## config.mk

```make
export PLATFORM = sky130hd
export DESIGN_NAME = mem_arbiter
export DESIGN_NICKNAME = d
export VERILOG_FILES = /design/src/rtl/mem_arbiter_pkg.sv /design/src/rtl/arb_wait_counter.sv /design/src/rtl/mem_arbiter.sv
export SDC_FILE = /design/constraint.sdc
export NUM_CORES = 1
export LEC_CHECK = 0
export CAP_MARGIN = 20
export CORE_UTILIZATION = 40
export CTS_CLUSTER_DIAMETER = 30
export DETAILED_ROUTE_END_ITERATION = 7
export PLACE_DENSITY = 0.9
export SYNTH_ARGS = -nofsm -noshare
export SYNTH_HDL_FRONTEND = slang
export SYNTH_SLANG_ARGS = --single-unit
```

## constraint.sdc

```tcl
create_clock -name clk -period 4.6 [get_ports clk]
set_input_delay 0.46 -clock clk [delete_from_list [all_inputs] [get_ports clk]]
set_output_delay 0.46 -clock clk [all_outputs]
set_load 0.005 [all_outputs]
```

## src/rtl/mem_arbiter_pkg.sv

```systemverilog
// rtl/mem_arbiter_pkg.sv - shared types and grant helper for the memory arbiter
package mem_arbiter_pkg;

   typedef enum logic [1:0] {ARB_IDLE, ARB_ISSUE, ARB_WAIT, ARB_RESP} ARB_STATE;
   typedef enum logic {GRANT_CPU, GRANT_DBG} ARB_GRANT;

   localparam int CNT_W = 4;

   // Round-robin on a tie: whichever port was not granted last wins.
   function automatic ARB_GRANT arb_pick(input logic cpu_elig, input logic dbg_elig,
                                         input ARB_GRANT last);
      if (cpu_elig && dbg_elig) begin
         return (last == GRANT_CPU) ? GRANT_DBG : GRANT_CPU;
      end else if (cpu_elig) begin
         return GRANT_CPU;
      end
      return GRANT_DBG;
   endfunction

endpackage

```

## src/rtl/arb_wait_counter.sv

```systemverilog
// rtl/arb_wait_counter.sv - loadable down-counter timing the memory latency
module arb_wait_counter
   import mem_arbiter_pkg::*;
(
   input  logic             clk,
   input  logic             reset,
   input  logic             load,
   input  logic [CNT_W-1:0] load_val,
   input  logic             dec,
   output logic             last
);

   logic [CNT_W-1:0] count_q;
   logic [CNT_W-1:0] count_d;

   always_comb begin
      count_d = count_q;
      if (load) begin
         count_d = load_val;
      end else if (dec && (count_q != '0)) begin
         count_d = count_q - CNT_W'(1);
      end
   end

   always_ff @(posedge clk or posedge reset) begin
      if (reset) begin
         count_q <= '0;
      end else begin
         count_q <= count_d;
      end
   end

   assign last = (count_q == CNT_W'(1));

endmodule

```

## src/rtl/mem_arbiter.sv

```systemverilog
// rtl/mem_arbiter.sv - two-port arbiter/sequencer for the unified CPU memory
module mem_arbiter
   import mem_arbiter_pkg::*;
#(
   parameter int ADDR_W  = 32,
   parameter int DATA_W  = 32,
   parameter int MEM_LAT = 1
) (
   input  logic              clk,
   input  logic              reset,
   input  logic              cpu_req,
   input  logic              cpu_we,
   input  logic [ADDR_W-1:0] cpu_addr,
   input  logic [DATA_W-1:0] cpu_wdata,
   output logic [DATA_W-1:0] cpu_rdata,
   output logic              cpu_ack,
   output logic              cpu_stall,
   input  logic              dbg_req,
   input  logic              dbg_we,
   input  logic [ADDR_W-1:0] dbg_addr,
   input  logic [DATA_W-1:0] dbg_wdata,
   output logic [DATA_W-1:0] dbg_rdata,
   output logic              dbg_ack,
   input  logic              dbg_lock,
   output logic              mem_en,
   output logic              mem_we,
   output logic [ADDR_W-1:0] mem_addr,
   output logic [DATA_W-1:0] mem_wdata,
   input  logic [DATA_W-1:0] mem_rdata
);

   localparam logic [CNT_W-1:0] LAT_VAL = CNT_W'(MEM_LAT);

   ARB_STATE          state_q, state_d;
   ARB_GRANT          grant_q, grant_d;
   ARB_GRANT          last_grant_q, last_grant_d;
   ARB_GRANT          pick;
   logic              cmd_we_q, cmd_we_d;
   logic [ADDR_W-1:0] mem_addr_q, mem_addr_d;
   logic [DATA_W-1:0] mem_wdata_q, mem_wdata_d;
   logic [DATA_W-1:0] cpu_rdata_q, cpu_rdata_d;
   logic [DATA_W-1:0] dbg_rdata_q, dbg_rdata_d;
   logic              cpu_elig;
   logic              cnt_load, cnt_dec, cnt_last;

   arb_wait_counter u_wait (
      .clk      (clk),
      .reset    (reset),
      .load     (cnt_load),
      .load_val (LAT_VAL),
      .dec      (cnt_dec),
      .last     (cnt_last)
   );

   assign cpu_elig = cpu_req & ~dbg_lock;

   always_comb begin
      state_d      = state_q;
      grant_d      = grant_q;
      last_grant_d = last_grant_q;
      cmd_we_d     = cmd_we_q;
      mem_addr_d   = mem_addr_q;
      mem_wdata_d  = mem_wdata_q;
      cpu_rdata_d  = cpu_rdata_q;
      dbg_rdata_d  = dbg_rdata_q;
      cnt_load     = 1'b0;
      cnt_dec      = 1'b0;
      pick         = arb_pick(cpu_elig, dbg_req, last_grant_q);
      case (state_q)
         ARB_IDLE: begin
            if (cpu_elig || dbg_req) begin
               grant_d      = pick;
               last_grant_d = pick;
               // Requester inputs are captured here only; later changes are ignored.
               if (pick == GRANT_CPU) begin
                  cmd_we_d    = cpu_we;
                  mem_addr_d  = cpu_addr;
                  mem_wdata_d = cpu_wdata;
               end else begin
                  cmd_we_d    = dbg_we;
                  mem_addr_d  = dbg_addr;
                  mem_wdata_d = dbg_wdata;
               end
               state_d = ARB_ISSUE;
            end
         end
         ARB_ISSUE: begin
            cnt_load = 1'b1;
            state_d  = ARB_WAIT;
         end
         ARB_WAIT: begin
            cnt_dec = 1'b1;
            if (cnt_last) begin
               if (!cmd_we_q && (grant_q == GRANT_CPU)) cpu_rdata_d = mem_rdata;
               if (!cmd_we_q && (grant_q == GRANT_DBG)) dbg_rdata_d = mem_rdata;
               state_d = ARB_RESP;
            end
         end
         ARB_RESP: begin
            state_d = ARB_IDLE;
         end
         default: begin
            state_d = ARB_IDLE;
         end
      endcase
   end

   always_ff @(posedge clk or posedge reset) begin
      if (reset) begin
         state_q      <= ARB_IDLE;
         grant_q      <= GRANT_CPU;
         last_grant_q <= GRANT_DBG;
         cmd_we_q     <= 1'b0;
         mem_addr_q   <= '0;
         mem_wdata_q  <= '0;
         cpu_rdata_q  <= '0;
         dbg_rdata_q  <= '0;
      end else begin
         state_q      <= state_d;
         grant_q      <= grant_d;
         last_grant_q <= last_grant_d;
         cmd_we_q     <= cmd_we_d;
         mem_addr_q   <= mem_addr_d;
         mem_wdata_q  <= mem_wdata_d;
         cpu_rdata_q  <= cpu_rdata_d;
         dbg_rdata_q  <= dbg_rdata_d;
      end
   end

   assign mem_en    = (state_q == ARB_ISSUE);
   assign mem_we    = mem_en & cmd_we_q;
   assign mem_addr  = mem_addr_q;
   assign mem_wdata = mem_wdata_q;
   assign cpu_rdata = cpu_rdata_q;
   assign dbg_rdata = dbg_rdata_q;
   assign cpu_ack   = (state_q == ARB_RESP) && (grant_q == GRANT_CPU);
   assign dbg_ack   = (state_q == ARB_RESP) && (grant_q == GRANT_DBG);
   assign cpu_stall = cpu_req & ~cpu_ack;

endmodule

```

## Yosys cells after proc, flatten, opt, wreduce, memory -nomap -nowiden

Index checks and enable logic that the tools add are counted.

- $add $sub $neg: 1
- Equality and inequality tests: 6
- Mux-type cells: 16
- Reduce and logical (&&, ||, !) cells: 15
- Bitwise gates (word level): 6

Operators with widths:

| kind | number |
|---|---|
| 32-bit 2-to-1 mux | 2 |
| 1-bit 2-to-1 mux | 9 |
| 4-bit 2-to-1 mux | 2 |
| 2-bit one-hot mux with 4 select lines | 1 |
| 1-bit logical AND | 6 |
| 3-bit AND reduction | 2 |
| 2-bit == test, second input constant | 2 |
| 4-bit by 1-bit == test with 1-bit output, second input constant | 1 |
| 2-bit 2-to-1 mux | 2 |
| 2-bit != test, second input constant | 2 |
| 2-bit AND reduction | 2 |
| 4-bit nonzero test | 1 |
| 4-bit by 1-bit subtractor with 4-bit output, second input constant | 1 |
| 1-bit AND | 3 |
| 1-bit NOT | 3 |
| 2-bit by 1-bit == test with 1-bit output, second input constant | 1 |
| 2-bit logical NOT | 1 |
| 2-bit nonzero test | 1 |
| 1-bit logical NOT | 1 |
| 1-bit logical OR | 1 |

- Output and inout bits: 133
- Input bits: 167
- Bits in registers: 137
- Logic and storage cells: 53

## Logic depth before layout (Yosys ltp)

- Depth in word-level cells: 6
- Mapped depth: 7
- Gate-level depth less buffers: 6

## Hierarchy

A second synthesis with hierarchy kept.

- Cells, all modules: 479
- Area, all modules: 5958.2 µm²

Modules (own cells, without submodules):

| module | sequential area each (µm²) | area an instance (µm²) | cells an instance | instances |
|---|---|---|---|---|
| mem_arbiter | 3329.4 | 5671.7 | 449 | 1 |
| arb_wait_counter | 100.1 | 286.5 | 30 | 1 |

## Worst setup path after synthesis

Ideal clock, no wire load.

- Path kind: reg2reg
- Start point: register state_q[0]
- End point: register cpu_rdata_q[20], in the netlist cpu_rdata[20]
- Data arrival time: 1733 ps
- Setup time: 125 ps
- Clock period less this slack: 1858 ps
- Path slack: 2742 ps
- Cell stages (with the launch flop): 8
- Data required time: 4475 ps
- Cell sequence: dfrtp_1 > inv_1 > ha_1 > buf_2 > and2b_1 > nor3b_4 > buf_6 > mux2_2

- Word-level cells in the longest chain between the ends: 2

Ends and longest elaborated chain:

| item | line | RTL |
|---|---|---|
| from (decl) | mem_arbiter.sv:34 | `ARB_STATE state_q, state_d;` |
| from (signal assigned) | mem_arbiter.sv:119 | `state_q <= state_d;` |
| 2-bit == test | mem_arbiter.sv:69 | `case (state_q)` |
| 3-bit AND reduction (no source line) | n/a |  |
| to (signal assigned) | mem_arbiter.sv:125 | `cpu_rdata_q <= cpu_rdata_d;` |
| to (decl) | mem_arbiter.sv:41 | `logic [DATA_W-1:0] cpu_rdata_q, cpu_rdata_d;` |

Every way passes these cells.
A chain may end at the register's enable or synchronous reset.

## Worst setup path after layout

- Start point: input port cpu_req
- End point: register mem_addr_q[25], in the netlist mem_addr[25]

- Word-level cells in the longest chain between the ends: 5

Ends and longest elaborated chain:

| item | line | RTL |
|---|---|---|
| from (decl) | mem_arbiter.sv:11 | `input logic cpu_req,` |
| 1-bit AND (*) | mem_arbiter.sv:55 | `assign cpu_elig = cpu_req & ~dbg_lock;` |
| 1-bit 2-to-1 mux or 1-bit logical AND (tied branches) | mem_arbiter_pkg.sv:14, mem_arbiter_pkg.sv:12 |  |
| 1-bit 2-to-1 mux | mem_arbiter_pkg.sv:12 | `if (cpu_elig && dbg_elig) begin` |
| 1-bit 2-to-1 mux | mem_arbiter_pkg.sv:17 | `return GRANT_DBG;` |
| 32-bit 2-to-1 mux | mem_arbiter.sv:75 | `if (pick == GRANT_CPU) begin` |
| to (signal assigned) | mem_arbiter.sv:123 | `mem_addr_q <= mem_addr_d;` |
| to (decl) | mem_arbiter.sv:39 | `logic [ADDR_W-1:0] mem_addr_q, mem_addr_d;` |

Every way passes the cells marked *; elsewhere a longest branch is shown, timed or not.

==> metrics.txt <==
outcome finished clean; Critical Path Sink Type flip-flop; unrepaired setup endpoints after global routing no; Seq pwr share 35.6%; Post-Syn Area per Cell 12.5 µm²; post-layout util 66.7%; clock sinks 137; register area share after synthesis 57.9%; GR Overflow Total 0; Max Cap Violations 0; DRC Markers 0; Final Max Slew Viols 0; number of port buffers 299; switching fraction of total power 29.4%; Reg2Reg Setup Slack 2.38 ns; top cell type's share of synthesized area 57.5%; worst hold margin 0.474 ns; H-tree depth 4; Final Wtd Congestion 0.743; Die Y 124 µm; DR pass1 iterations 4; maximum fanout along the worst path 36; DR vias 4687; CTS resizes 0; critical path class in -> reg; Combinational Power Share 41.1%; Cell variety after synth 34; Worst Hold Class reg -> reg; cell with the most instances after synthesis dfrtp_1; worst vdd ir 0.326 mV; nets@finish 945; CTS tree yes; P_int 4.20 mW; Syn Nets 648; Crit path arrival time 2.81 ns; NetSw 1.75 mW; Req. time, crit path 4.85 ns; DIE WIDTH 124 µm; Routed Antenna Nets 0; Area Overhead vs Synth 63.0%; Ant. Diodes 0; die footprint 0.0153 mm²; Post CTS Setup Buffer Count 0; period utilization 55.6%; Final setup viols 0; Worst Skew 0.00726 ns; Max Buffers Root-to-Sink 2; Power Density 616 mW/mm²; CTS root buf clkbuf_16; initial core utilization 40.9%; top cells by area, synth dfrtp_1, mux2i_1, mux2_2, nand2_1, o21ai_0; wire per inst 16.3 µm; Mapped Cells 473; share of cells above drive strength 1 13.0%; Leakage 4.12 nW; Clock Pin Slew Worst Setup and Hold Paths 0.06 ns; placed inst area 0.00905 mm²; cell accounting for the most synthesized area dfrtp_1; total CTS buffers 17; number of global-route vias before repair 4767; DRT iter0 DRCs 136; initial antenna violation count 0; largest net degree at the start of global routing 81; detail-routed via count per cell 4.85; design area 0.00965 mm²; Async SR Flop Fraction 100%; synth cell count leaders dfrtp_1, nand2_1, mux2i_1; Clock Power Share 23.2%; global-route wire length before repair 23900 µm; I/O Pins 300; Ys Warns 0; synthesized flop and latch total 137; crit start category input pin; Worst Tran Pin Value 0.994 ns; final WL 15800 µm; post-DP HPWL 11600 µm; fmax 391 MHz; CORE AREA 0.0145 mm²; commonest register cell after synthesis dfrtp_1; GRT Util Overall 20.9%; clock latency on the worst-skew pair 0.41 ns; slew margin rel. 33.6%; Final Hold Viols 0; min Tclk post-route 2.56 ns; Post-synth EDFFs 0; fill count 1108; sum of negative setup slack 0 ns; Hold Buf Count CTS 0; area of the mapped netlist 0.00592 mm²; Site Rows 44
layout make-up:
| cell class | instances | area (µm²) | area share [%] |
|---|---|---|---|
| clock buffers | 18 | 429 | 4.45 |
| clock inverters | 14 | 173 | 1.79 |
| inverters | 6 | 27.5 | 0.285 |
| multi-input cells | 301 | 2300 | 23.8 |
| flip-flops and latches | 137 | 3430 | 35.5 |
| well taps | 184 | 230 | 2.39 |
| repair buffers | 307 | 3070 | 31.8 |
power groups by stage:
stage | Clock [mW] | Sequential (mW) | Combinational (mW)
2_1_floorplan | 0 | 2.15 | 0.929
3_3_place_gp | 0 | 2.10 | 2.39
3_5_place_dp | 0 | 2.13 | 2.46
4_1_cts | 1.41 | 2.12 | 2.48
5_1_grt | 1.47 | 2.20 | 2.68
6_report | 1.38 | 2.12 | 2.45
critical path: stages:
cell and delay, ns:
clkdlybuf4s50_1 0.52, nor2b_2 0.28, a21boi_4 0.83, buf_12 0.35
mux2i_1 0.24, o21ai_0 0.11
stage by stage:
stage / worst slack (ns) / std cells / total power, mW
after detailed placement: 1.57 / 935 / 4.59
after floorplan: 0.474 / 473 / 3.08
after global placement: 1.69 / 935 / 4.50
after CTS: 2.02 / 967 / 6.01
after global routing: 1.88 / 967 / 6.35
final: 2.04 / 967 / 5.94
worst paths after layout:
path                                               start                       end  cells after the start
worst min register to register   mem_addr[1]$_DFFE_PP0P_   mem_addr[1]$_DFFE_PP0P_                      2
max in group asynchronous                          reset  last_grant_q$_DFFE_PP1P_                      3
worst min-delay path             mem_addr[1]$_DFFE_PP0P_   mem_addr[1]$_DFFE_PP0P_                      2
worst max-delay path                             cpu_req  mem_addr[25]$_DFFE_PP0P_                      6
worst max register to register  last_grant_q$_DFFE_PP1P_  mem_addr[25]$_DFFE_PP0P_                      5
min in group asynchronous                          reset  mem_addr[23]$_DFFE_PP0P_                      2
routing by layer:
metal	track usage (%)	vias to the layer above	wire [µm]
li1	-	2237	-
met1	22.8	2215	5840
met2	36.8	210	8170
met3	7.55	25	1450
met4	8.36	0	336
met5	0	-	0
flip-flops by register name, indices dropped and copies added (netlist names):
| signal | cells |
|---|---|
| last_grant_q | 1 |
| cpu_rdata | 32 |
| dbg_rdata | 32 |
| grant_q | 1 |
| mem_addr | 32 |
| state_q | 2 |
| cmd_we_q | 1 |
| u_wait.count_q | 4 |
| mem_wdata | 32 |
kinds of logic after synthesis:
| logic type | after synthesis | share of synthesized area, % |
|---|---|---|
| compound gates | 76 | 6.76 |
| flops | 137 | 57.9 |
| fa+ha+maj | 8 | 1.69 |
| xor+xnor | 2 | 0.296 |
| buf+inv | 35 | 3.61 |
| mux | 130 | 23.4 |
| simple gates | 85 | 6.36 |
layout by cell type (no fill, tap or decap), types with 2 or more instances in the layout:
master	instances
clkdlybuf4s50_1	299
dfrtp_1	136
nand2_1	66
mux2i_1	65
mux2_2	55
o21ai_0	37
o21ai_1	28
clkbuf_16	17
mux2_1	10
ha_1	8
buf_4	7
nor2_1	5
inv_1	5
a21oi_1	5
clkinv_4	4
inv_6	3
bufinv_16	3
clkinv_2	3
and2_1	2
nor2b_1	2
nand3_1	2
xor2_1	2
clkinvlp_4	2
Note: power is estimated with default switching activity, not from simulation.
